**config.mk**
```make
export PLATFORM = sky130hd
export DESIGN_NAME = can_tx_framer
export DESIGN_NICKNAME = d
export VERILOG_FILES = /design/src/rtl/can_tx_framer.sv
export SDC_FILE = /design/constraint.sdc
export NUM_CORES = 1
export LEC_CHECK = 0
export CORE_MARGIN = 1.5
export CORE_UTILIZATION = 43
export CTS_CLUSTER_DIAMETER = 60
export CTS_CLUSTER_SIZE = 12
export DETAILED_ROUTE_END_ITERATION = 12
export GPL_TIMING_DRIVEN = 0
export HOLD_SLACK_MARGIN = 0.12
export SYNTH_ARGS = -nofsm -noshare
export SYNTH_HDL_FRONTEND = slang
export SYNTH_SLANG_ARGS = --single-unit
export TNS_END_PERCENT = 50
```
**constraint.sdc**
```tcl
create_clock -name clk -period 3.4 [get_ports clk]
set_input_delay 0.34 -clock clk [delete_from_list [all_inputs] [get_ports clk]]
set_output_delay 0.34 -clock clk [all_outputs]
set_load 0.02 [all_outputs]
```
**src/rtl/can_tx_framer.sv**
```systemverilog
// CAN transmit framer: serializes SOF/ID/CTRL/DATA/CRC/ACK/EOF with CRC-15 and
// bit stuffing, checks bus readback every bit and reports done/arb loss/error.
//
// state  | meaning
// IDLE   | bus recessive, waiting for tx_start
// SOF    | driving start-of-frame (dominant)
// ID     | driving identifier bits or ID-field stuff bits, arbitration live
// CTRL   | driving control field
// DATA   | driving {rw, addr, data, 14'b0}
// CRC    | driving frozen CRC-15, including a trailing stuff bit
// ACK    | driving recessive, expecting a dominant acknowledge
// EOF    | driving recessive end bit, then report completion
module can_tx_framer (
  input  logic        clk,
  input  logic        n_rst,
  input  logic        tx_start,
  input  logic [10:0] tx_id,
  input  logic [6:0]  tx_ctrl,
  input  logic        tx_rw,
  input  logic [14:0] tx_addr,
  input  logic [15:0] tx_data,
  input  logic        rxd,
  output logic        txd,
  output logic        arbitration_start,
  output logic        busy,
  output logic        tx_done,
  output logic        arb_lost,
  output logic        tx_error
);

  typedef enum logic [2:0] {
    S_IDLE, S_SOF, S_ID, S_CTRL, S_DATA, S_CRC, S_ACK, S_EOF
  } state_t;

  localparam logic [14:0] CRC_POLY = 15'h4599;

  state_t      state_q, state_d;
  logic [63:0] sreg_q, sreg_d;
  logic [14:0] crc_q, crc_d;
  logic [6:0]  pos_q, pos_d;
  logic [2:0]  run_q, run_d;
  logic        txd_q, txd_d;
  logic        arb_q, arb_d;
  logic        busy_q, busy_d;
  logic        done_q, done_d;
  logic        lost_q, lost_d;
  logic        err_q, err_d;

  logic        mismatch;
  logic        stuff_due;
  logic        abort;
  logic [6:0]  pos_nxt;
  state_t      fld_nxt;
  logic        bit_nxt;

  // Field that owns unstuffed frame bit position pos (SOF is position 0).
  function automatic state_t field_of(input logic [6:0] pos);
    if (pos == 7'd0)       return S_SOF;
    else if (pos < 7'd12)  return S_ID;
    else if (pos < 7'd19)  return S_CTRL;
    else if (pos < 7'd65)  return S_DATA;
    else if (pos < 7'd80)  return S_CRC;
    else if (pos == 7'd80) return S_ACK;
    else                   return S_EOF;
  endfunction

  function automatic logic [14:0] crc_step(input logic [14:0] crc, input logic b);
    logic fb;
    fb = b ^ crc[14];
    return {crc[13:0], 1'b0} ^ (fb ? CRC_POLY : 15'd0);
  endfunction

  always_comb begin
    state_d   = state_q;
    sreg_d    = sreg_q;
    crc_d     = crc_q;
    pos_d     = pos_q;
    run_d     = run_q;
    txd_d     = txd_q;
    done_d    = 1'b0;
    lost_d    = 1'b0;
    err_d     = 1'b0;
    abort     = 1'b0;
    bit_nxt   = 1'b1;
    pos_nxt   = pos_q + 7'd1;
    fld_nxt   = field_of(pos_nxt);
    mismatch  = rxd ^ txd_q;
    stuff_due = (state_q inside {S_SOF, S_ID, S_CTRL, S_DATA, S_CRC}) && (run_q == 3'd5);

    // rxd is the bus value of the bit currently held in txd_q
    case (state_q)
      S_IDLE: begin
        txd_d = 1'b1;
        if (tx_start) begin
          sreg_d  = {tx_id, tx_ctrl, tx_rw, tx_addr, tx_data, 14'd0};
          crc_d   = 15'd0;
          pos_d   = 7'd0;
          run_d   = 3'd1;
          txd_d   = 1'b0;
          state_d = S_SOF;
        end
      end
      S_ID: begin
        if (mismatch) begin
          abort  = 1'b1;
          lost_d = txd_q;
          err_d  = ~txd_q;
        end
      end
      S_SOF, S_CTRL, S_DATA, S_CRC: begin
        if (mismatch) begin
          abort = 1'b1;
          err_d = 1'b1;
        end
      end
      S_ACK: begin
        if (rxd) begin
          abort = 1'b1;
          err_d = 1'b1;
        end
      end
      default: ;
    endcase

    if (state_q != S_IDLE) begin
      if (abort) begin
        state_d = S_IDLE;
        txd_d   = 1'b1;
      end else if (state_q == S_EOF) begin
        state_d = S_IDLE;
        txd_d   = 1'b1;
        done_d  = 1'b1;
      end else if (stuff_due) begin
        // stuff bit stays in the current field and does not advance pos
        txd_d = ~txd_q;
        run_d = 3'd1;
      end else begin
        case (fld_nxt)
          S_ID, S_CTRL, S_DATA: begin
            bit_nxt = sreg_q[63];
            sreg_d  = {sreg_q[62:0], 1'b0};
            crc_d   = crc_step(crc_q, bit_nxt);
          end
          S_CRC: begin
            bit_nxt = crc_q[14];
            crc_d   = {crc_q[13:0], 1'b0};
          end
          default: bit_nxt = 1'b1;
        endcase
        state_d = fld_nxt;
        pos_d   = pos_nxt;
        txd_d   = bit_nxt;
        run_d   = (bit_nxt == txd_q) ? run_q + 3'd1 : 3'd1;
      end
    end

    busy_d = (state_d != S_IDLE);
    arb_d  = (state_d == S_ID);
  end

  always_ff @(posedge clk or negedge n_rst) begin
    if (!n_rst) begin
      state_q <= S_IDLE;
      sreg_q  <= '0;
      crc_q   <= '0;
      pos_q   <= '0;
      run_q   <= '0;
      txd_q   <= 1'b1;
      arb_q   <= 1'b0;
      busy_q  <= 1'b0;
      done_q  <= 1'b0;
      lost_q  <= 1'b0;
      err_q   <= 1'b0;
    end else begin
      state_q <= state_d;
      sreg_q  <= sreg_d;
      crc_q   <= crc_d;
      pos_q   <= pos_d;
      run_q   <= run_d;
      txd_q   <= txd_d;
      arb_q   <= arb_d;
      busy_q  <= busy_d;
      done_q  <= done_d;
      lost_q  <= lost_d;
      err_q   <= err_d;
    end
  end

  assign txd               = txd_q;
  assign arbitration_start = arb_q;
  assign busy              = busy_q;
  assign tx_done           = done_q;
  assign arb_lost          = lost_q;
  assign tx_error          = err_q;

endmodule
```
==> out/metrics.yaml <==
worst_setup_path:
  slowest_stage: "dfrtp_1"
  start_kind: "flop"
  worst-path-max-fanout: 10
  endpoint_kind: "flop"
  critical_path_class: "reg -> reg"
  worstPathRequired_ns: 3.64
  crit_buf_inv: 1
  worst_ep_arrival_time_ns: 3.18
  cp_top_family: "simple AND/OR/NAND/NOR gates"
  crit_chain: "ha_1 > buf_4 > and3_4 > or3_1 > a32oi_1 > nand2_1 > nor2_2 > nor2_1 > a221o_1"
  cp_slowest_stage_delay_ns: 0.47
drt:
  antenna_left: 0
  dr.pass1.iters: 4
  detail_route.vias_per_cell: 5.23
  wl_mm: 10.4
  drcViolationCount: 0
  post_drt_wl_per_cell_um: 13.8
  drt-initial-drc-count: 278
  route.vias.total: 3947
cells_and_area:
  diodes: 0
  final_cell_mix: "nand2_1, dfrtp_1, nor2_1, clkdlybuf4s50_1, a31oi_1"
  nets: 671
  nFillCells: 1044
  final_common_cell: "nand2_1"
  drive_gt1_frac: 0.0780
  area_growth_pct: 21.5
sta:
  finalHoldViolations: 0
  slew_violations: 0
  fin_setup_tns_ns: 0
  relSlewSlack: 0.533
  rsz0062_at_grt: "false"
  skew_ns: 0.0103
  fmax_mhz: 340
  tightest_slew_ns: 0.695
  post-route-period-util: 0.865
  layout_setup_ws_ns: 0.457
  finalSetupViolations: 0
  period_minus_slack_ns: 2.94
  holdWs_ns: 0.468
logic_synthesis:
  synth_top_area_cell: "dfrtp_1"
  syn-instance-count: 539
  syn-num-nets: 599
  synthArstFlopShare: 1.00
  synth_ff_type: "dfrtp_1"
  syn_area_per_cell_sq_um: 8.81
  ys_top_cells_by_area: "dfrtp_1, nand2_1, a31oi_1"
  syn_area_sq_um: 4750
  yosysSeqAreaShare: 0.517
  synth_edf_count: 0
  yosys_warnings: 0
  ys_ff_latch: 98
  synth.top_cell.area_share: 0.511
  synth.distinct_cells: 50
global_routing:
  antenna_found_initial: 0
  grt_max_degree: 71
  gr-total-overflow: 0
  grt_pass1_wl_mm: 17.8
  grt_pass1_vias: 3862
  grt_usage: 0.191
hold_path:
  min_path_type: "in -> async"
power:
  clockPowerShare: 0.180
  intPower_mw: 2.88
  ir_drop_mv: 0.299
  switching_power_mw: 1.77
  leakage_nw: 2.57
  p_seq_frac: 0.406
  combPwrFrac: 0.414
  powerDensity_nw_per_um2: 806
  power_switching_share: 0.380
run_status:
  status: "complete, no violations"
floorplan:
  start_util: 0.440
  dieArea_sq_um: 11700
  num_rows: 38
  fp.coreArea_sq_um: 10800
  die_h_um: 108
  ios: 60
  die_w_um: 108
placement:
  post-place-ws_ns: 0.382
  hpwl_mm: 7.16
  gp_congestion: 0.790
  io_buffers: 59
clock_network:
  cts_buffers: 9
  ctsResizeCount: 0
  ctsLongestPathBuffers: 2
  clk_latency_ns: 0.36
  cts_tree: "built"
  cts.sinks: 98
  htreeDepth: 3
  clockRootBuffer: "clkbuf_8"
  clkTransAtPathRegs_ns: 0.09
  post_cts_buffers: 0
flow_run:
  cap_violations: 0
==> layout make-up <==
| type | count | area, sq um | area share |
|---|---|---|---|
| multi-input cells | 395 | 2020 | 0.349 |
| clock buffers | 13 | 159 | 0.0275 |
| plain buffers | 39 | 253 | 0.0438 |
| flip-flops and latches | 98 | 2450 | 0.425 |
| repair buffers | 61 | 626 | 0.108 |
| inverters | 7 | 26.3 | 0.00456 |
| clock inverters | 2 | 60.1 | 0.0104 |
| well taps | 140 | 175 | 0.0304 |
==> metrics by stage <==
stage	cells	total power [mW]	util	cell area (sq um)
floorplan	539	3.28	-	4750
global placement	738	3.78	0.511	5510
detailed placement	739	3.85	0.513	5540
CTS	755	4.70	0.534	5770
global route	755	5.05	0.534	5770
finish	755	4.65	0.534	5770
==> cell families after synthesis <==
logic type               share of synthesized area
flip-flops                                   0.517
multiplexers                               0.00896
XOR/XNOR                                    0.0221
AO/OA/AOI/OAI                                0.143
adder cells (fa/ha/maj)                     0.0158
AND/OR/NAND/NOR                              0.234
buffers and inverters                       0.0588
==> Yosys cell counts, types with 2 or more instances <==
| master | number |
|---|---|
| nand2_1 | 154 |
| dfrtp_1 | 97 |
| nor2_1 | 70 |
| a31oi_1 | 53 |
| a21oi_1 | 16 |
| clkbuf_1 | 15 |
| o21ai_0 | 14 |
| buf_6 | 11 |
| nand3_1 | 10 |
| nor3_1 | 10 |
| buf_2 | 7 |
| inv_1 | 7 |
| xnor2_1 | 7 |
| a221o_1 | 6 |
| ha_1 | 6 |
| xor2_1 | 5 |
| and2_1 | 4 |
| and3_1 | 4 |
| buf_4 | 4 |
| o211ai_1 | 3 |
| a22o_1 | 2 |
| buf_1 | 2 |
| mux2_2 | 2 |
| mux2i_1 | 2 |
| o31ai_1 | 2 |
| or3_1 | 2 |
==> routing by layer <==
| layer | wire, um | vias up | GRT usage | share of wire |
|---|---|---|---|---|
| met5 | 0 | - | 0 | 0 |
| met4 | 167 | 0 | 0.0630 | 0.016 |
| met3 | 509 | 13 | 0.0283 | 0.049 |
| met2 | 4640 | 83 | 0.301 | 0.45 |
| met1 | 5110 | 1885 | 0.270 | 0.49 |
| li1 | - | 1966 | - | - |
==> sequential cells by signal (all words and copies together) (netlist names), 3 cells and up <==
register	cells
crc_q	15
pos_q	7
run_q	3
sreg_q	64
state_q	3
==> path summary, 6_finish.rpt <==
path | startpoint | slack, ns | cells after the start | to
max reg2reg | pos_q[0] | 0.46 | 9 | crc_q[8]
min in group clk | sreg_q[11] | 0.47 | 2 | sreg_q[12]
min | n_rst | 0.47 | 2 | arbitration_start
min reg2reg | sreg_q[11] | 0.47 | 2 | sreg_q[12]
max in group asynchronous | n_rst | 2.26 | 3 | sreg_q[57]
max | pos_q[0] | 0.46 | 9 | crc_q[8]
==> repair_timing <==
item	in CTS	in global routing
endpoints found under the setup margin	0	0
hold buffers	1	0
endpoints found under the hold margin	27	0
==> power by group through the flow <==
stage | logic (mW) | clock network, mW | registers (mW)
floorplan | 1.42 | 0 | 1.87
global placement | 1.89 | 0 | 1.89
detailed placement | 1.94 | 0 | 1.90
CTS | 1.95 | 0.861 | 1.89
global route | 2.19 | 0.909 | 1.95
finish | 1.93 | 0.835 | 1.89
Note: power is estimated with default switching activity, not from simulation.
